`config.mk`:
```
export PLATFORM = sky130hd
export DESIGN_NAME = slice_buffer_reader
export DESIGN_NICKNAME = d
export VERILOG_FILES = /design/src/rtl/slice_buffer_reader_pkg.sv /design/src/rtl/coeff_position_tracker.sv /design/src/rtl/slice_buffer_reader.sv
export SDC_FILE = /design/constraint.sdc
export NUM_CORES = 1
export LEC_CHECK = 0
export CORE_UTILIZATION = 35
export DETAILED_ROUTE_END_ITERATION = 16
export PLACE_DENSITY_LB_ADDON = 0.3
export SETUP_SLACK_MARGIN = 0.4
export SLEW_MARGIN = 40
export SYNTH_ARGS = -nofsm -noshare
export SYNTH_HDL_FRONTEND = slang
export SYNTH_HIERARCHICAL = 1
export SYNTH_SLANG_ARGS = --single-unit
export TNS_END_PERCENT = 100
```
`constraint.sdc`:
```
create_clock -name clock -period 2.8 [get_ports clock]
set_input_delay 0.28 -clock clock [delete_from_list [all_inputs] [get_ports clock]]
set_output_delay 0.28 -clock clock [all_outputs]
set_load 0.05 [all_outputs]
```
`src/rtl/slice_buffer_reader_pkg.sv`:
```
`default_nettype none
// slice_buffer_reader_pkg: tag codes, word field positions and FSM encodings shared with the slice decoder.
package slice_buffer_reader_pkg;

    localparam int TAG_W = 14;
    localparam int TAG_MSB = 31;
    localparam int TAG_LSB = 18;

    localparam logic [TAG_W-1:0] INFO_SLICE_QUANT  = 14'h0001;
    localparam logic [TAG_W-1:0] INFO_MB_QUANT     = 14'h0002;
    localparam logic [TAG_W-1:0] INFO_BLOCK_START  = 14'h0003;
    localparam logic [TAG_W-1:0] INFO_COEFF        = 14'h0004;
    localparam logic [TAG_W-1:0] INFO_END_OF_BLOCK = 14'h0005;

    localparam int RUN_MSB    = 17;
    localparam int RUN_LSB    = 12;
    localparam int LEVEL_MSB  = 11;
    localparam int LEVEL_LSB  = 0;
    localparam int BLKNUM_MSB = 2;
    localparam int BLKNUM_LSB = 0;
    localparam int INTRA_BIT  = 3;
    localparam int SCALE_MSB  = 4;

    typedef enum logic [1:0] {
        SBR_IDLE   = 2'd0,
        SBR_WAIT   = 2'd1,
        SBR_DECODE = 2'd2,
        SBR_OUTPUT = 2'd3
    } sbr_state_e;

endpackage
`default_nettype wire

```
`src/rtl/coeff_position_tracker.sv`:
```
`default_nettype none
// coeff_position_tracker: next zigzag index of the open block and the range check of next_index + run.
module coeff_position_tracker (
    input  logic       clock,
    input  logic       reset,
    input  logic       clear_i,
    input  logic       advance_i,
    input  logic [5:0] run_i,
    output logic [5:0] index_o,
    output logic       in_range_o
);
    logic [6:0] next_index_q;
    logic [6:0] next_index_d;
    logic [6:0] w_pos;

    // Seven bits wide so that next_index can sit at 64 after a coefficient at 63.
    assign w_pos      = next_index_q + {1'b0, run_i};
    assign index_o    = w_pos[5:0];
    assign in_range_o = (w_pos <= 7'd63);

    always_comb begin
        next_index_d = next_index_q;
        if (clear_i) begin
            next_index_d = 7'd0;
        end else if (advance_i) begin
            next_index_d = w_pos + 7'd1;
        end
    end

    always_ff @(posedge clock) begin
        if (reset) begin
            next_index_q <= 7'd0;
        end else begin
            next_index_q <= next_index_d;
        end
    end

endmodule
`default_nettype wire

```
`src/rtl/slice_buffer_reader.sv`:
```
`default_nettype none
// slice_buffer_reader: pops tagged words from the slice buffer and turns quantiser,
// block and run/level words into an indexed coefficient stream with valid/ready.
module slice_buffer_reader
    import slice_buffer_reader_pkg::*;
#(
    parameter int READ_LATENCY = 1
) (
    input  logic        clock,
    input  logic        reset,
    input  logic [31:0] Slice_Buffer_Value_I,
    input  logic        Slice_Buffer_Empty_I,
    output logic        Slice_Buffer_Read_En_O,
    input  logic        Flush_I,
    output logic [4:0]  Quantiser_Scale_O,
    output logic [2:0]  Block_Num_O,
    output logic        Block_Intra_O,
    output logic        Coeff_Valid_O,
    input  logic        Coeff_Ready_I,
    output logic [5:0]  Coeff_Index_O,
    output logic [11:0] Coeff_Level_O,
    output logic        Coeff_Last_O,
    output logic        Protocol_Error_O
);
    localparam logic [1:0] LAT_INIT = 2'(READ_LATENCY - 1);

    sbr_state_e  state_q, state_d;
    logic [1:0]  lat_q, lat_d;
    logic [31:0] word_q, word_d;
    logic        in_block_q, in_block_d;
    logic [4:0]  scale_q, scale_d;
    logic [2:0]  bnum_q, bnum_d;
    logic        intra_q, intra_d;
    logic [5:0]  index_q, index_d;
    logic [11:0] level_q, level_d;
    logic        last_q, last_d;
    logic        perr_q, perr_d;

    logic [TAG_W-1:0] w_tag;
    logic [5:0]       w_index;
    logic             w_in_range;
    logic             w_decode;
    logic             w_coeff_ok;
    logic             w_eob_ok;

    assign w_tag      = word_q[TAG_MSB:TAG_LSB];
    assign w_decode   = (state_q == SBR_DECODE) && !Flush_I;
    assign w_coeff_ok = w_decode && (w_tag == INFO_COEFF) && in_block_q && w_in_range;
    assign w_eob_ok   = w_decode && (w_tag == INFO_END_OF_BLOCK) && in_block_q;

    coeff_position_tracker u_tracker (
        .clock      (clock),
        .reset      (reset),
        .clear_i    (Flush_I || (w_decode && (w_tag == INFO_BLOCK_START))),
        .advance_i  (w_coeff_ok),
        .run_i      (word_q[RUN_MSB:RUN_LSB]),
        .index_o    (w_index),
        .in_range_o (w_in_range)
    );

    always_ff @(posedge clock) begin
        if (reset) begin
            state_q <= SBR_IDLE;
        end else begin
            state_q <= state_d;
        end
    end

    always_comb begin
        state_d = state_q;
        case (state_q)
            SBR_IDLE:   if (!Slice_Buffer_Empty_I) state_d = SBR_WAIT;
            SBR_WAIT:   if (lat_q == 2'd0) state_d = SBR_DECODE;
            SBR_DECODE: state_d = (w_coeff_ok || w_eob_ok) ? SBR_OUTPUT : SBR_IDLE;
            SBR_OUTPUT: if (Coeff_Ready_I) state_d = SBR_IDLE;
            default:    state_d = SBR_IDLE;
        endcase
        if (Flush_I) begin
            state_d = SBR_IDLE;
        end
    end

    // The pop strobe is combinational so the data returns exactly READ_LATENCY cycles later.
    always_comb begin
        Slice_Buffer_Read_En_O = (state_q == SBR_IDLE) && !Slice_Buffer_Empty_I && !Flush_I && !reset;
        Coeff_Valid_O          = (state_q == SBR_OUTPUT);
    end

    always_comb begin
        lat_d      = lat_q;
        word_d     = word_q;
        in_block_d = in_block_q;
        scale_d    = scale_q;
        bnum_d     = bnum_q;
        intra_d    = intra_q;
        index_d    = index_q;
        level_d    = level_q;
        last_d     = last_q;
        perr_d     = 1'b0;
        if (state_q == SBR_IDLE) begin
            lat_d = LAT_INIT;
        end else if (state_q == SBR_WAIT) begin
            if (lat_q == 2'd0) begin
                word_d = Slice_Buffer_Value_I;
            end else begin
                lat_d = lat_q - 2'd1;
            end
        end
        if (w_decode) begin
            case (w_tag)
                INFO_SLICE_QUANT, INFO_MB_QUANT: begin
                    scale_d = word_q[SCALE_MSB:0];
                end
                INFO_BLOCK_START: begin
                    bnum_d     = word_q[BLKNUM_MSB:BLKNUM_LSB];
                    intra_d    = word_q[INTRA_BIT];
                    in_block_d = 1'b1;
                    perr_d     = in_block_q;
                end
                INFO_COEFF: begin
                    if (in_block_q && w_in_range) begin
                        index_d = w_index;
                        level_d = word_q[LEVEL_MSB:LEVEL_LSB];
                        last_d  = 1'b0;
                    end else if (in_block_q) begin
                        perr_d     = 1'b1;
                        in_block_d = 1'b0;
                    end
                end
                INFO_END_OF_BLOCK: begin
                    if (in_block_q) begin
                        index_d    = 6'd0;
                        level_d    = 12'd0;
                        last_d     = 1'b1;
                        in_block_d = 1'b0;
                    end
                end
                default: perr_d = 1'b1;
            endcase
        end
        if (Flush_I) begin
            in_block_d = 1'b0;
        end
    end

    always_ff @(posedge clock) begin
        if (reset) begin
            lat_q      <= 2'd0;
            word_q     <= 32'd0;
            in_block_q <= 1'b0;
            scale_q    <= 5'd0;
            bnum_q     <= 3'd0;
            intra_q    <= 1'b0;
            index_q    <= 6'd0;
            level_q    <= 12'd0;
            last_q     <= 1'b0;
            perr_q     <= 1'b0;
        end else begin
            lat_q      <= lat_d;
            word_q     <= word_d;
            in_block_q <= in_block_d;
            scale_q    <= scale_d;
            bnum_q     <= bnum_d;
            intra_q    <= intra_d;
            index_q    <= index_d;
            level_q    <= level_d;
            last_q     <= last_d;
            perr_q     <= perr_d;
        end
    end

    assign Quantiser_Scale_O = scale_q;
    assign Block_Num_O       = bnum_q;
    assign Block_Intra_O     = intra_q;
    assign Coeff_Index_O     = index_q;
    assign Coeff_Level_O     = level_q;
    assign Coeff_Last_O      = last_q;
    assign Protocol_Error_O  = perr_q;

endmodule
`default_nettype wire

```
# [Yosys cells after proc, flatten, opt, wreduce, memory -nomap -nowiden]
# Index checks and enable logic that the tools add are counted.
[word_totals] in_bits=37 output_inout_bits=31 elab_cells=85 reg_bits=73
[op_classes] addsub=3 n_eq_ne=14 magnitude_cmp=1 bitwise=3 reduce_logical=33 mux=19
[op_table] cell="$eq A14 B2 Y1 const B" n=2
[op_table] cell="$eq A14 B3 Y1 const B" n=2
[op_table] cell="$mux W12" n=2
[op_table] cell="$pmux W12 S2" n=1
[op_table] cell="$eq A14 B1 Y1 const B" n=1
[op_table] cell="$mux W6" n=2
[op_table] cell="$pmux W6 S2" n=1
[op_table] cell="$logic_and A1 B1 Y1" n=11
[op_table] cell="$reduce_or A2 Y1" n=5
[op_table] cell="$reduce_and A3 Y1" n=3
[op_table] cell="$mux W2" n=4
[op_table] cell="$ne A2 B2 Y1 const B" n=4
[op_table] cell="$pmux W2 S4" n=1
[op_table] cell="$add A7 B1 Y7 const B" n=1
[op_table] cell="$add A7 B6 Y7" n=1
[op_table] cell="$le A7 B6 Y1 const B" n=1
[op_table] cell="$pmux W1 S3" n=2
[op_table] cell="$reduce_and A2 Y1" n=3
[op_table] cell="$mux W1" n=5
[op_table] cell="$eq A2 B2 Y1 const B" n=2
[op_table] cell="$logic_not A2 Y1" n=2
[op_table] cell="$ne A2 B1 Y1 const B" n=2
[op_table] cell="$reduce_and A4 Y1" n=1
[op_table] cell="$logic_not A1 Y1" n=3
[op_table] cell="8 further kinds" n=11

# [Depth between registers and ports, before layout]
# Gate-level depths: netlist of the first run.
[depth] word_depth=8 mapped_depth=15 mapped_depth_nobuf=14

# [Cells and area by module]
# Netlist of the first run, hierarchy kept.
[by_module_without_submodules] module="slice_buffer_reader" cells_per_inst=305 instances=1 seq_area_each_um2=1321.3 area_each_um2=2586.2
[by_module_without_submodules] module="coeff_position_tracker" cells_per_inst=79 instances=1 seq_area_each_um2=140.1 area_each_um2=699.4

# [Least setup slack after synthesis of the first run]
# No wires, ideal clock.
[synth_path] path_kind="register to register" from="reg word_q[12]" to="reg u_tracker.next_index_q[1]" synth_period_minus_slack_ps=2880 setup_time_ps=118 path_buffers=1 setup_slack_ps=-80 stages_incl_launch_ff=14 t_required_ps=2682 t_arrival_ps=2761 cell_sequence="dfxtp_1 > ha_1 > inv_1 > fa_1 > xnor2_1 > nand2_2 > nor3_4 > o21a_1 > nor2b_1 > nand4_1 > nor2_1 > buf_1 > mux2i_1 > nor2_1"
[synth_between] elab_chain_len=3 word_cells_on_any_way=4 classes_between="add/sub (2); order compare (1); reduce/logical (1)"
[synth_rtl] item="start, declared" line_no="slice_buffer_reader.sv:29" text="logic [31:0] word_q, word_d;"
[synth_rtl] item="start signal, assigned" line_no="slice_buffer_reader.sv:160" text="word_q <= word_d;"
[synth_rtl] item="$add A7 B6 Y7" line_no="coeff_position_tracker.sv:17" text="assign w_pos = next_index_q + {1'b0, run_i};"
[synth_rtl] item="named net w_index[2]" line_no="slice_buffer_reader.sv:40" text="logic [5:0] w_index;"
[synth_rtl] item="$le A7 B6 Y1" line_no="coeff_position_tracker.sv:19" text="assign in_range_o = (w_pos <= 7'd63);"
[synth_rtl] item="named net w_in_range" line_no="slice_buffer_reader.sv:41" text="logic w_in_range;"
[synth_rtl] item="$logic_and A1 B1 Y1" line_no="slice_buffer_reader.sv:48" text="assign w_coeff_ok = w_decode && (w_tag == INFO_COEFF) && in_block_q && w_in_range;"
[synth_rtl] item="named net w_coeff_ok" line_no="slice_buffer_reader.sv:43" text="logic w_coeff_ok;"
[synth_rtl] item="end signal, assigned" line_no="coeff_position_tracker.sv:34" text="next_index_q <= next_index_d;"
[synth_rtl] item="end, declared" line_no="coeff_position_tracker.sv:12" text="logic [6:0] next_index_q;"
# The timed path passes the listed nets, and every way through them passes these cells.
# A chain may end at the register's enable or synchronous reset.

# [Worst setup path in the final report of the first run]
[layout_path] from="reg u_tracker.next_index_q[0]" to="reg u_tracker.next_index_q[1]"
[layout_between] elab_chain_len=3 word_cells_on_any_way=4 classes_between="add/sub (2); order compare (1); reduce/logical (1)"
[layout_rtl] item="$add A7 B6 Y7" line_no="coeff_position_tracker.sv:17"
[layout_rtl] item="named net w_index[1]" line_no="slice_buffer_reader.sv:40"
[layout_rtl] item="$le A7 B6 Y1" line_no="coeff_position_tracker.sv:19"
[layout_rtl] item="named net w_in_range" line_no="slice_buffer_reader.sv:41"
[layout_rtl] item="$logic_and A1 B1 Y1" line_no="slice_buffer_reader.sv:48"
[layout_rtl] item="named net w_coeff_ok" line_no="slice_buffer_reader.sv:43"
# The timed path passes the listed nets, and every way through them passes these cells.

==> metrics.md, run 1 <==
| Metric | Value |
|---|---|
| Simple-gate portion of the synthesized area | 0.2380 |
| Net switching fraction of the power | 0.2393 |
| Worst setup path category | reg2reg |
| Number of buffers inserted for hold repair after clock tree synthesis | 0 |
| Async set or reset register ratio after synthesis | 0 |
| Critical path's slowest cell | sky130_fd_sc_hd__fa_2 |
| Top flip-flop cell by instance count after synthesis | sky130_fd_sc_hd__dfxtp_1 |
| Initial antenna violation count | 0 |
| Worst slew margin | 0.5547 |
| Count of flip-flops with a built-in enable after synthesis | 0 |
| Antenna Diode Count | 0 |
| Clock skew after layout | 8.177 ps |
| RePlAce Congestion | 0.8834 |
| Global route total overflow | 0 |
| Synth cell types | 63 |
| Status | completed |
| Net count of the mapped netlist | 430 |
| Sink Count | 73 |
| Fillcell total | 817 |
| Setup repair after global routing missed its margin | yes |
| Crit path setup slack, layout | 17.06 ps |
| Floorplan die area | 9779 sq um |
| Cell Int Power | 1.686 mW |
| Final Max Slew Viols | 0 |
| Synth Area in Compound Gates | 0.2209 |
| Fraction of final layout cells with drive strength greater than 1 | 0.2116 |
| Endpoint required time on the critical path | 3040 ps |
| Residual DRC count | 0 |
| Avg WL per Cell | 15.04 um |
| Total number of nets in the final design | 523 |
| Via-to-Cell Ratio | 5.217 |
| Cell leakage power | 1.701 nW |
| Latest clock arrival within the worst-skew pair | 350 ps |
| Placeable core area | 8891 sq um |
| Buffers on Ports | 67 |
| Total Power | 2.216 mW |
| Sequential share of power | 0.486 |
| Clock power share | 0.416 |
| Placed wire-length estimate after detailed placement | 6032 um |
| Number of CTS-inserted buffers | 9 |
| Cell types with the largest area share after synthesis | sky130_fd_sc_hd__dfxtp_1 44%, sky130_fd_sc_hd__nand2_1 8.7%, sky130_fd_sc_hd__a21oi_1 6.7%, sky130_fd_sc_hd__a22o_1 3.7%, sky130_fd_sc_hd__ha_1 3.0% |
| Vias in the first global route | 3057 |
| Number of cell rows | 34 |
| Arrival time at the worst endpoint | 3020 ps |
| Library cell with the largest summed area after synthesis | sky130_fd_sc_hd__dfxtp_1 |
| Worst Setup End Kind | register |
| Number of optimization iterations in the first detailed-route pass | 4 |
| Post-Synthesis Mean Instance Area | 8.556 sq um |
| Vertical die dimension | 98.89 um |
| Max Fclk | 0.3593 GHz |
| Power density over cell area | 463.0 nW/um^2 |
| Reported net switching power | 0.5304 mW |
| Multi-input logic area | 1914 sq um |
| Slew at the pin with the worst max-slew slack | 662.8 ps |
| Critical Path Fanout Max | 7 |
| Final routed wirelength across all metal layers | 8875 um |
| Xor/xnor cell area share of the yosys netlist | 0.01599 |
| Crit path time final | 2783 ps |
| Gate count after technology mapping | 384 |
| Maximum single-stage delay on the critical path | 410 ps |
| Fin Hold WS | 397.0 ps |
| Class of the worst hold path | in2reg |
| Fraction of the core area covered by cells at the end of the flow | 0.5383 |
| Maximum number of pins on one net before global-route repair | 29 |
| 1st-iter DRT viols | 128 |
| Crit path launch type | register |
| H-tree level count | 3 |
| Global-route wire length before repair | 14440 um |
| Mux contribution to synthesized area | 0.003046 |
| Seq. cell area | 1469 sq um |
| Cells along the critical path | ha_4 > inv_2 > fa_2 > inv_1 > ha_1 > nand2_2 > nor3_4 > o21a_1 > nor2b_4 > nand4_1 > buf_4 > nor2_4 > buf_12 > mux2i_4 > nor2_2 |
| Detailed-route via count | 3078 |
| Worst-path clk slew | 80 ps |
| Clock tree from TritonCTS | done |
| Synthesized area | 3286 sq um |
| Buffer depth of the longest clock path | 2 |
| Synth top area share | 0.4448 |
| Final setup viols | 0 |
| DIE WIDTH | 98.89 um |
| Register bit count reported by yosys | 73 |
| Register area share after synthesis | 0.4448 |
| Syn-to-layout area delta | 45.66% |
| Global routing usage summed across all routing layers | 0.1882 |
| Number of max-cap violations | 0 |
| Combinational power share | 0.099 |
| Combinational family with the most area after synthesis | simple AND/OR/NAND/NOR gates |
| CTS Root Buffer Type | sky130_fd_sc_hd__clkbuf_8 |
| Synth warnings | 6 |
| Final-report hold violation count | 0 |
| Effective utilization at floorplan | 0.3695 |
| Arithmetic-cell share of the synthesized area counting full adders, half adders and majority gates | 0.03656 |
| Final clock period utilization by the worst path | 0.9939 |
| Maximum vdd ir drop | 0.2638 mV |
| Number of placed I/O pins | 68 |
| Worst setup slack before clock tree synthesis | -220.6 ps |
| Antenna-violating nets left | 0 |
[cells by family (layout without fill, tap and decap cells)]
group                      after synthesis  count (layout)
and+or+nand+nor                        153             153
AOI/OAI and AO/OA                      107             107
DFF                                     73              73
buffers and inverters                   35             133
adders and majority gates                9               9
xor gates and xnor gates                 6               6
muxes                                    1               1
[registers in the layout (all words and copies together), names as in the netlist]
| signal | cells |
|---|---|
| Block_Intra_O | 1 |
| Block_Num_O | 3 |
| Coeff_Index_O | 6 |
| Coeff_Last_O | 1 |
| Coeff_Level_O | 12 |
| Protocol_Error_O | 1 |
| Quantiser_Scale_O | 5 |
| in_block_q | 1 |
| lat_q | 2 |
| state_q | 2 |
| u_tracker/next_index_q | 7 |
| word_q | 32 |
[timing repair]
action	in CTS	in global routing
setup buffers	13	5
endpoints found under the setup margin	28	30
resized for setup	14	17
cloned	1	0
pin swaps	9	6
[routing by layer]
layer  track usage  part of all wire  vias to the layer above  wire length [um]
met1        0.2273              0.45                     1453              4014
met5             0                 0                        -                 0
li1              -                 -                     1538                 -
met4       0.05855             0.010                        0                91
met3       0.04184             0.043                        8               385
met2        0.3319              0.49                       79              4382
[worst paths after layout]
kind / startpoint / end / slack, ps / cells after the start
min: reset / lat_q[0]$_SDFFE_PP0P_ / 400 / 2
max reg2reg: u_tracker/next_index_q[0]$_SDFFE_PP0P_ / u_tracker/next_index_q[1]$_SDFFE_PP0P_ / 20 / 15
min reg2reg: word_q[5]$_SDFFE_PP0P_ / word_q[5]$_SDFFE_PP0P_ / 460 / 2
max: u_tracker/next_index_q[0]$_SDFFE_PP0P_ / u_tracker/next_index_q[1]$_SDFFE_PP0P_ / 20 / 15
[cell type report]
cell class | instances | share of cell area
sequential | 73 | 0.3069
inverter | 15 | 0.01176
timing repair buffer | 102 | 0.2068
multi-input combinational | 276 | 0.4000
clock inverter | 4 | 0.01595
tap | 108 | 0.02824
clock buffer | 12 | 0.03033
[synth_stat cells, types with 3 or more instances]
cell,n
sky130_fd_sc_hd__clkbuf_1,17
sky130_fd_sc_hd__a211oi_2,3
sky130_fd_sc_hd__a211oi_1,3
sky130_fd_sc_hd__o32ai_1,4
sky130_fd_sc_hd__o21ai_0,14
sky130_fd_sc_hd__ha_1,8
sky130_fd_sc_hd__nand4_1,5
sky130_fd_sc_hd__nor2b_1,5
sky130_fd_sc_hd__nand2_1,76
sky130_fd_sc_hd__inv_1,14
sky130_fd_sc_hd__a21oi_1,44
sky130_fd_sc_hd__or2_2,3
sky130_fd_sc_hd__o21a_1,3
sky130_fd_sc_hd__nor2_1,22
sky130_fd_sc_hd__nand2b_1,5
sky130_fd_sc_hd__xnor2_1,4
sky130_fd_sc_hd__dfxtp_1,73
sky130_fd_sc_hd__a22o_1,14
sky130_fd_sc_hd__nand3_1,11
[power by group through the flow]
| stage | clock network [mW] | registers, mW | logic, mW |
|---|---|---|---|
| after detailed placement | 0 | 1.10 | 0.201 |
| after global placement | 0 | 1.10 | 0.198 |
| after global routing | 0.991 | 1.08 | 0.240 |
| final | 0.921 | 1.08 | 0.219 |
| after floorplan | 0 | 1.09 | 0.118 |
| after CTS | 0.940 | 1.08 | 0.212 |
[metrics by stage]
stage          instances  instance area, sq um  TNS (ps)
3_3_place_gp         555                  4234     -1150
3_5_place_dp         555                  4234     -3013
4_1_cts              585                  4667         0
6_report             590                  4786         0
2_1_floorplan        384                  3395         0
5_1_grt              590                  4786     -1703
[cells in the final DEF (no fill, tap or decap), types with 4 or more instances in the layout]
cell type                         count
sky130_fd_sc_hd__nor2_1              20
sky130_fd_sc_hd__buf_4               28
sky130_fd_sc_hd__o21ai_0             11
sky130_fd_sc_hd__a211oi_2             4
sky130_fd_sc_hd__clkdlybuf4s50_1     65
sky130_fd_sc_hd__nand2b_1             5
sky130_fd_sc_hd__a21oi_1             44
sky130_fd_sc_hd__nand3_1             11
sky130_fd_sc_hd__o21ai_1              4
sky130_fd_sc_hd__dfxtp_1             69
sky130_fd_sc_hd__buf_6                5
sky130_fd_sc_hd__nand2_1             75
sky130_fd_sc_hd__clkbuf_8            10
sky130_fd_sc_hd__ha_4                 4
sky130_fd_sc_hd__nand4_1              5
sky130_fd_sc_hd__a22o_1              14
sky130_fd_sc_hd__inv_1               13
[critical path: cells and delay by family, from the launching register on]
kind | cells | cell delay, ps
mux | 1 | 230
buf+inv | 4 | 480
compound gates | 1 | 160
simple gates | 6 | 670
fa+ha+maj | 3 | 770
flops | 1 | 340
No activity file was read; power rests on OpenSTA's default activity.
==> inputs of run 2 (changes only) <==
==> constraint.sdc (replaced) <==
create_clock -name clock -period 2.8 [get_ports clock]
set_input_delay 0.42 -clock clock [delete_from_list [all_inputs] [get_ports clock]]
set_output_delay 0.42 -clock clock [all_outputs]
set_load 0.05 [all_outputs]
==> run 2 against run 1 <==
Effect of this change:
- the flow now finishes with violations (negative setup slack)
- sequential share of layout area about the same
- worst hold slack improved by 62 ps
- clock-buffer cell count fell by 2
- register-to-register slack got worse by 20 ps
- global-route usage shrank 0.71 points
- largest power group is now clock
- highest routed layer unchanged
==> metrics.md, run 2 (synthesized netlist as in run 1, its figures left out) <==
| Metric | Value |
|---|---|
| Status | finished, violations left (was completed) |
| Failing checks | negative setup slack |
| Fillcell total | 831 (was 817) |
| Worst slew margin | 0.5699 (was 0.5547) |
| Reported net switching power | 0.5442 mW (was 0.5304 mW) |
| Cell leakage power | 1.726 nW (was 1.701 nW) |
| Sink Count | 73 (unchanged) |
| Reg2Reg Capture Point | Coeff_Level_O[0]$_SDFFE_PP0P_ (was u_tracker/next_index_q[1]$_SDFFE_PP0P_) |
| Crit path time final | 2806 ps (was 2783 ps) |
| Number of cell rows | 34 (unchanged) |
| Fraction of final layout cells with drive strength greater than 1 | 0.2113 (was 0.2116) |
| Final clock period utilization by the worst path | 1.002 (was 0.9939) |
| Multi-input logic area | 1889 sq um (was 1914 sq um) |
| Critical Path Fanout Max | 4 (was 7) |
| Antenna-violating nets left | 0 (unchanged) |
| Initial antenna violation count | 0 (unchanged) |
| Net switching fraction of the power | 0.2255 (was 0.2393) |
| Number of optimization iterations in the first detailed-route pass | 4 (unchanged) |
| Reg2reg path depth | 12 (was 15) |
| Global routing usage summed across all routing layers | 0.1811 (was 0.1882) |
| Detailed-route via count | 2995 (was 3078) |
| Clock tree from TritonCTS | done (unchanged) |
| Arrival time at the worst endpoint | 3060 ps (was 3020 ps) |
| Placed wire-length estimate after detailed placement | 5851 um (was 6032 um) |
| Seq. cell area | 1466 sq um (was 1469 sq um) |
| Worst setup path category | reg2reg (unchanged) |
| Number of CTS-inserted buffers | 9 (unchanged) |
| Final routed wirelength across all metal layers | 8746 um (was 8875 um) |
| Register containing the most flip-flops in the final layout | word_q (unchanged) |
| Post-place instance area | 4247 sq um (was 4234 sq um) |
| Final-report hold violation count | 0 (unchanged) |
| Crit path setup slack, layout | -5.771 ps (was 17.06 ps) |
| Final Max Slew Viols | 0 (unchanged) |
| Maximum number of pins on one net before global-route repair | 53 (was 29) |
| 1st-iter DRT viols | 125 (was 128) |
| Final setup viols | 2 (was 0) |
| Number of max-cap violations | 0 (unchanged) |
| Avg WL per Cell | 14.92 um (was 15.04 um) |
| Placed cell count | 555 (unchanged) |
| Most common library cell in the layout ignoring fill and taps | sky130_fd_sc_hd__nand2_1 (unchanged) |
| Power density over cell area | 505.6 nW/um^2 (was 463.0 nW/um^2) |
| DIE WIDTH | 98.89 um (unchanged) |
| Number of placed I/O pins | 68 (unchanged) |
| Worst Setup End Kind | register (unchanged) |
| Total number of nets in the final design | 519 (was 523) |
| Max Fclk | 0.3564 GHz (was 0.3593 GHz) |
| Combinational power share | 0.090 (was 0.099) |
| Placeable core area | 8891 sq um (unchanged) |
| Buffers on Ports | 67 (unchanged) |
| Hold path startpoint | word_q[10]$_SDFFE_PP0P_ (was reset) |
| Worst-path clk slew | 80 ps (about the same) |
| Global-route wire length before repair | 14050 um (was 14440 um) |
| Vertical die dimension | 98.89 um (unchanged) |
| Startpoint of the worst-slack reg-to-reg timing path | u_tracker/next_index_q[0]$_SDFFE_PP0P_ (unchanged) |
| Sequential share of power | 0.446 (was 0.486) |
| Number of buffers inserted for hold repair after clock tree synthesis | 0 (unchanged) |
| H-tree level count | 3 (unchanged) |
| Crit path launch type | register (unchanged) |
| Class of the worst hold path | reg2reg (was in2reg) |
| CTS Root Buffer Type | sky130_fd_sc_hd__clkbuf_8 (unchanged) |
| Maximum vdd ir drop | 0.3072 mV (was 0.2638 mV) |
| Clock skew after layout | 9.864 ps (was 8.177 ps) |
| RePlAce Congestion | 0.8211 (was 0.8834) |
| Cell Int Power | 1.868 mW (was 1.686 mW) |
| Design area | 4772 sq um (was 4786 sq um) |
| Via-to-Cell Ratio | 5.111 (was 5.217) |
| Syn-to-layout area delta | 45.24% (was 45.66%) |
| Reg-to-reg setup timing slack | -6 ps (was 20 ps) |
| Effective utilization at floorplan | 0.3695 (unchanged) |
| Residual DRC count | 0 (unchanged) |
| Setup repair after global routing missed its margin | yes (unchanged) |
| Highest-count cells in the layout ignoring fill and taps | 74 x sky130_fd_sc_hd__nand2_1, 71 x sky130_fd_sc_hd__dfxtp_1, 65 x sky130_fd_sc_hd__clkdlybuf4s50_1 (was 75 x sky130_fd_sc_hd__nand2_1, 69 x sky130_fd_sc_hd__dfxtp_1, 65 x sky130_fd_sc_hd__clkdlybuf4s50_1) |
| Endpoint required time on the critical path | 3060 ps (was 3040 ps) |
| Slew at the pin with the worst max-slew slack | 640.2 ps (was 662.8 ps) |
| Antenna Diode Count | 0 (unchanged) |
| Latest clock arrival within the worst-skew pair | 350 ps (about the same) |
| Vias in the first global route | 2974 (was 3057) |
| Instance count along the most critical hold path | 2 (unchanged) |
| Hold path endpoint | word_q[10]$_SDFFE_PP0P_ (was lat_q[0]$_SDFFE_PP0P_) |
| Floorplan die area | 9779 sq um (unchanged) |
| Buffer depth of the longest clock path | 2 (unchanged) |
| Number of flip-flops in the largest register | 32 (unchanged) |
| Global route total overflow | 0 (unchanged) |
| Clock power share | 0.464 (was 0.416) |
| Final Instance Count excl. Fillers | 586 (was 590) |
==> run 2: layout make-up <==
type | instances | area share
Clock buffer | 10 | 0.02884
Clock inverter | 6 | 0.02884
Inverter | 15 | 0.01180
Multi-Input combinational cell | 276 | 0.3959
Sequential cell | 73 | 0.3073
Tap cell | 108 | 0.02832
Timing Repair Buffer | 98 | 0.1990
==> run 2: power groups by stage <==
stage | registers (mW) | clock network [mW] | logic, mW
5_1_grt | 1.08 | 1.19 | 0.235
6_report | 1.08 | 1.12 | 0.217
2_1_floorplan | 1.09 | 0 | 0.118
3_3_place_gp | 1.10 | 0 | 0.201
3_5_place_dp | 1.10 | 0 | 0.204
4_1_cts | 1.08 | 1.14 | 0.212
==> run 2: what timing repair did <==
action                                  CTS  global route
resized for setup                        11            21
pin swaps                                 9            12
endpoints found under the setup margin   29            30
buffers inserted                         10             4
gates cloned                              1             0
==> run 2: metrics by stage <==
step	worst slack (ps)	utilization	power, mW	setup TNS (ps)	hold WS (ps)
floorplan	177.2	-	1.211	0	436.0
global placement	-7.719	0.4776	1.301	-95.18	442.9
detailed placement	-88.42	0.4776	1.305	-1182	450.9
CTS	46.88	0.5249	2.428	0	462.5
global route	-118.2	0.5367	2.501	-1130	486.3
finish	-5.771	0.5367	2.413	-7.356	459.3
==> run 2: critical path, stage by stage (launching register included) <==
cell                       delay (ps)
sky130_fd_sc_hd__dfxtp_4          370
sky130_fd_sc_hd__ha_4             160
sky130_fd_sc_hd__buf_4            130
sky130_fd_sc_hd__a211oi_2         390
sky130_fd_sc_hd__o21ba_1          360
sky130_fd_sc_hd__nor2_2            60
sky130_fd_sc_hd__nand4_1           90
sky130_fd_sc_hd__o21a_1           170
sky130_fd_sc_hd__buf_4            130
sky130_fd_sc_hd__nand2_2           50
sky130_fd_sc_hd__or3_1            310
sky130_fd_sc_hd__or3_4            380
sky130_fd_sc_hd__o32ai_2          120
==> run 2: worst max-delay path by stage <==
stage,start,endpoint,slack (ps),depth (start not counted)
after detailed placement,u_tracker/next_index_q[0]$_SDFFE_PP0P_,Coeff_Level_O[5]$_SDFFE_PP0P_,-90,13
after global placement,u_tracker/next_index_q[0]$_SDFFE_PP0P_,Coeff_Index_O[3]$_SDFFE_PP0P_,-8,13
after CTS,word_q[12]$_SDFFE_PP0P_,u_tracker/next_index_q[1]$_SDFFE_PP0P_,50,15
final,u_tracker/next_index_q[0]$_SDFFE_PP0P_,Coeff_Level_O[0]$_SDFFE_PP0P_,-6,12
after floorplan,u_tracker/next_index_q[0]$_SDFFE_PP0P_,u_tracker/next_index_q[1]$_SDFFE_PP0P_,180,15
after global routing,u_tracker/next_index_q[0]$_SDFFE_PP0P_,u_tracker/next_index_q[1]$_SDFFE_PP0P_,-120,13
==> run 2: routing by layer <==
layer,vias up,GRT usage,part of all wire,wire length [um]
met2,71,0.3152,0.50,4380
met3,8,0.05461,0.035,307
met5,-,0,0,0
met1,1381,0.2199,0.46,3990
met4,0,0.03904,0.0078,68
li1,1535,-,-,-
==> inputs of run 3 (changes only) <==
--- a/config.mk
+++ b/config.mk
@@ -7,6 +7,7 @@
 export LEC_CHECK = 0
 export CORE_UTILIZATION = 35
 export DETAILED_ROUTE_END_ITERATION = 16
+export MAX_ROUTING_LAYER = met4
 export PLACE_DENSITY_LB_ADDON = 0.3
 export SETUP_SLACK_MARGIN = 0.4
 export SLEW_MARGIN = 40
==> run 3 against run 2 <==
Effect of this change:
- the flow still finishes with violations (negative setup slack)
- first-iteration DRC count increased by 4.8%
- critical path depth unchanged
- final area unchanged
- die area unchanged
- highest routed layer unchanged
==> metrics.md, run 3 (synthesized netlist as in run 1, its figures left out) <==
| Metric | Value |
|---|---|
| Status | finished, violations left (unchanged) |
| Failing checks | negative setup slack (unchanged) |
| Number of flip-flops in the largest register | 32 (unchanged) |
| Worst setup path category | reg2reg (unchanged) |
| Reg2reg path depth | 12 (unchanged) |
| Final clock period utilization by the worst path | 1.003 (was 1.002) |
| Buffers on Ports | 67 (unchanged) |
| Initial antenna violation count | 0 (unchanged) |
| Crit path launch type | register (unchanged) |
| Slew at the pin with the worst max-slew slack | 621.1 ps (was 640.2 ps) |
| Placeable core area | 8891 sq um (unchanged) |
| Endpoint required time on the critical path | 3060 ps (about the same) |
| Placed wire-length estimate after detailed placement | 5851 um (unchanged) |
| Number of placed I/O pins | 68 (unchanged) |
| Vias in the first global route | 2975 (was 2974) |
| CTS Root Buffer Type | sky130_fd_sc_hd__clkbuf_8 (unchanged) |
| Class of the worst hold path | reg2reg (unchanged) |
| Final routed wirelength across all metal layers | 8695 um (was 8746 um) |
| RePlAce Congestion | 0.8335 (was 0.8211) |
| Arrival time at the worst endpoint | 3070 ps (was 3060 ps) |
| Final Instance Count excl. Fillers | 586 (unchanged) |
| Fraction of final layout cells with drive strength greater than 1 | 0.2113 (unchanged) |
| Number of buffers inserted for hold repair after clock tree synthesis | 0 (unchanged) |
| Worst-path clk slew | 80 ps (about the same) |
| Via-to-Cell Ratio | 5.108 (was 5.111) |
| Sink Count | 73 (unchanged) |
| Vertical die dimension | 98.89 um (unchanged) |
| Setup repair after global routing missed its margin | yes (unchanged) |
| Residual DRC count | 0 (unchanged) |
| Final Max Slew Viols | 0 (unchanged) |
| Number of max-cap violations | 0 (unchanged) |
| Clock skew after layout | 10.34 ps (was 9.864 ps) |
| Worst setup slack before clock tree synthesis | -88.42 ps (unchanged) |
| Clock tree from TritonCTS | done (unchanged) |
| Total number of nets in the final design | 519 (unchanged) |
| Worst slew margin | 0.5828 (was 0.5699) |
| Buffer depth of the longest clock path | 2 (unchanged) |
| Maximum vdd ir drop | 0.3074 mV (was 0.3072 mV) |
| Floorplan die area | 9779 sq um (unchanged) |
| Cell leakage power | 1.726 nW (unchanged) |
| Max Fclk | 0.3562 GHz (was 0.3564 GHz) |
| Effective utilization at floorplan | 0.3695 (unchanged) |
| Antenna Diode Count | 0 (unchanged) |
| Number of CTS-inserted buffers | 9 (unchanged) |
| Number of cell rows | 34 (unchanged) |
| Antenna-violating nets left | 0 (unchanged) |
| Detailed-route via count | 2993 (was 2995) |
| Final setup viols | 2 (unchanged) |
| Critical Path Fanout Max | 4 (unchanged) |
| Syn-to-layout area delta | 45.24% (unchanged) |
| Global-route wire length before repair | 14040 um (was 14050 um) |
| Instance count along the most critical hold path | 2 (unchanged) |
| Highest-count cells in the layout ignoring fill and taps | 74 x sky130_fd_sc_hd__nand2_1, 71 x sky130_fd_sc_hd__dfxtp_1, 65 x sky130_fd_sc_hd__clkdlybuf4s50_1 (unchanged) |
| Global routing usage summed across all routing layers | 0.1865 (was 0.1811) |
| Power density over cell area | 505.4 nW/um^2 (was 505.6 nW/um^2) |
| Total Negative Setup Slacks | -8.795 ps (was -7.356 ps) |
| DIE WIDTH | 98.89 um (unchanged) |
| Crit path setup slack, layout | -7.627 ps (was -5.771 ps) |
| H-tree level count | 3 (unchanged) |
| Number of optimization iterations in the first detailed-route pass | 4 (unchanged) |
| Most common library cell in the layout ignoring fill and taps | sky130_fd_sc_hd__nand2_1 (unchanged) |
| Placed cell count | 555 (unchanged) |
| Fillcell total | 831 (unchanged) |
| 1st-iter DRT viols | 131 (was 125) |
| Crit path time final | 2808 ps (was 2806 ps) |
| Global route total overflow | 0 (unchanged) |
| Fraction of the core area covered by cells at the end of the flow | 0.5367 (unchanged) |
| Final-report hold violation count | 0 (unchanged) |
| Latest clock arrival within the worst-skew pair | 350 ps (about the same) |
| Avg WL per Cell | 14.84 um (was 14.92 um) |
| Maximum number of pins on one net before global-route repair | 53 (unchanged) |
| Register containing the most flip-flops in the final layout | word_q (unchanged) |
| Worst Setup End Kind | register (unchanged) |
-- run 3: cell counts in the layout (fill, tap and decap cells not counted) --
No cell type changed its count.
-- run 3: final timing paths --
check	startpoint	end	slack, ps
worst min register to register	word_q[10]$_SDFFE_PP0P_	word_q[10]$_SDFFE_PP0P_	460
worst max register to register	u_tracker/next_index_q[0]$_SDFFE_PP0P_	Coeff_Level_O[0]$_SDFFE_PP0P_	-8
worst max-delay path	u_tracker/next_index_q[0]$_SDFFE_PP0P_	Coeff_Level_O[0]$_SDFFE_PP0P_	-8
worst min-delay path	word_q[10]$_SDFFE_PP0P_	word_q[10]$_SDFFE_PP0P_	460
-- run 3: power by group --
| group | internal, mW | switching (mW) | total [mW] |
|---|---|---|---|
| registers | 1.06 | 0.0200 | 1.08 |
| clock network | 0.711 | 0.408 | 1.12 |
| logic | 0.101 | 0.115 | 0.217 |
| total | 1.87 | 0.543 | 2.41 |
-- run 3: through the flow --
| step | area, sq um | power, mW | hold WS, ps |
|---|---|---|---|
| final | 4772 | 2.412 | 460.3 |
| after global routing | 4772 | 2.501 | 486.3 |
| after CTS | 4667 | 2.428 | 462.5 |
| after detailed placement | 4247 | 1.305 | 450.9 |
| after global placement | 4247 | 1.301 | 442.9 |
| after floorplan | 3395 | 1.211 | 436.0 |
-- run 3: area by class of cell --
class                   count  area [sq um]  area share
multi-input cells         276          1889      0.3959
flip-flops and latches     73          1466      0.3073
repair buffers             98         949.7      0.1990
clock buffers              10         137.6     0.02884
clock inverters             6         137.6     0.02884
well taps                 108         135.1     0.02832
inverters                  15         56.30     0.01180
-- run 3: critical path, cell delays in order, from the launching register on --
cell and delay [ps]:
sky130_fd_sc_hd__dfxtp_4 370, sky130_fd_sc_hd__ha_4 160, sky130_fd_sc_hd__buf_4 130, sky130_fd_sc_hd__a211oi_2 390
sky130_fd_sc_hd__o21ba_1 360, sky130_fd_sc_hd__nor2_2 60, sky130_fd_sc_hd__nand4_1 90, sky130_fd_sc_hd__o21a_1 170
sky130_fd_sc_hd__buf_4 130, sky130_fd_sc_hd__nand2_2 50, sky130_fd_sc_hd__or3_1 310, sky130_fd_sc_hd__or3_4 380
sky130_fd_sc_hd__o32ai_2 120
-- run 3: what timing repair did --
item                       CTS  global route
cloned                       1             0
hold endpoints to repair     0             0
gates resized for setup     11            21
setup buffers               10             4
pin swaps                    9            12
setup endpoints to repair   29            30
-- run 3: metal layers --
layer	wire length, um	track usage
met1	4014	0.2203
met2	4317	0.3168
met3	301	0.05248
met4	61	0.03674
met5	0	-
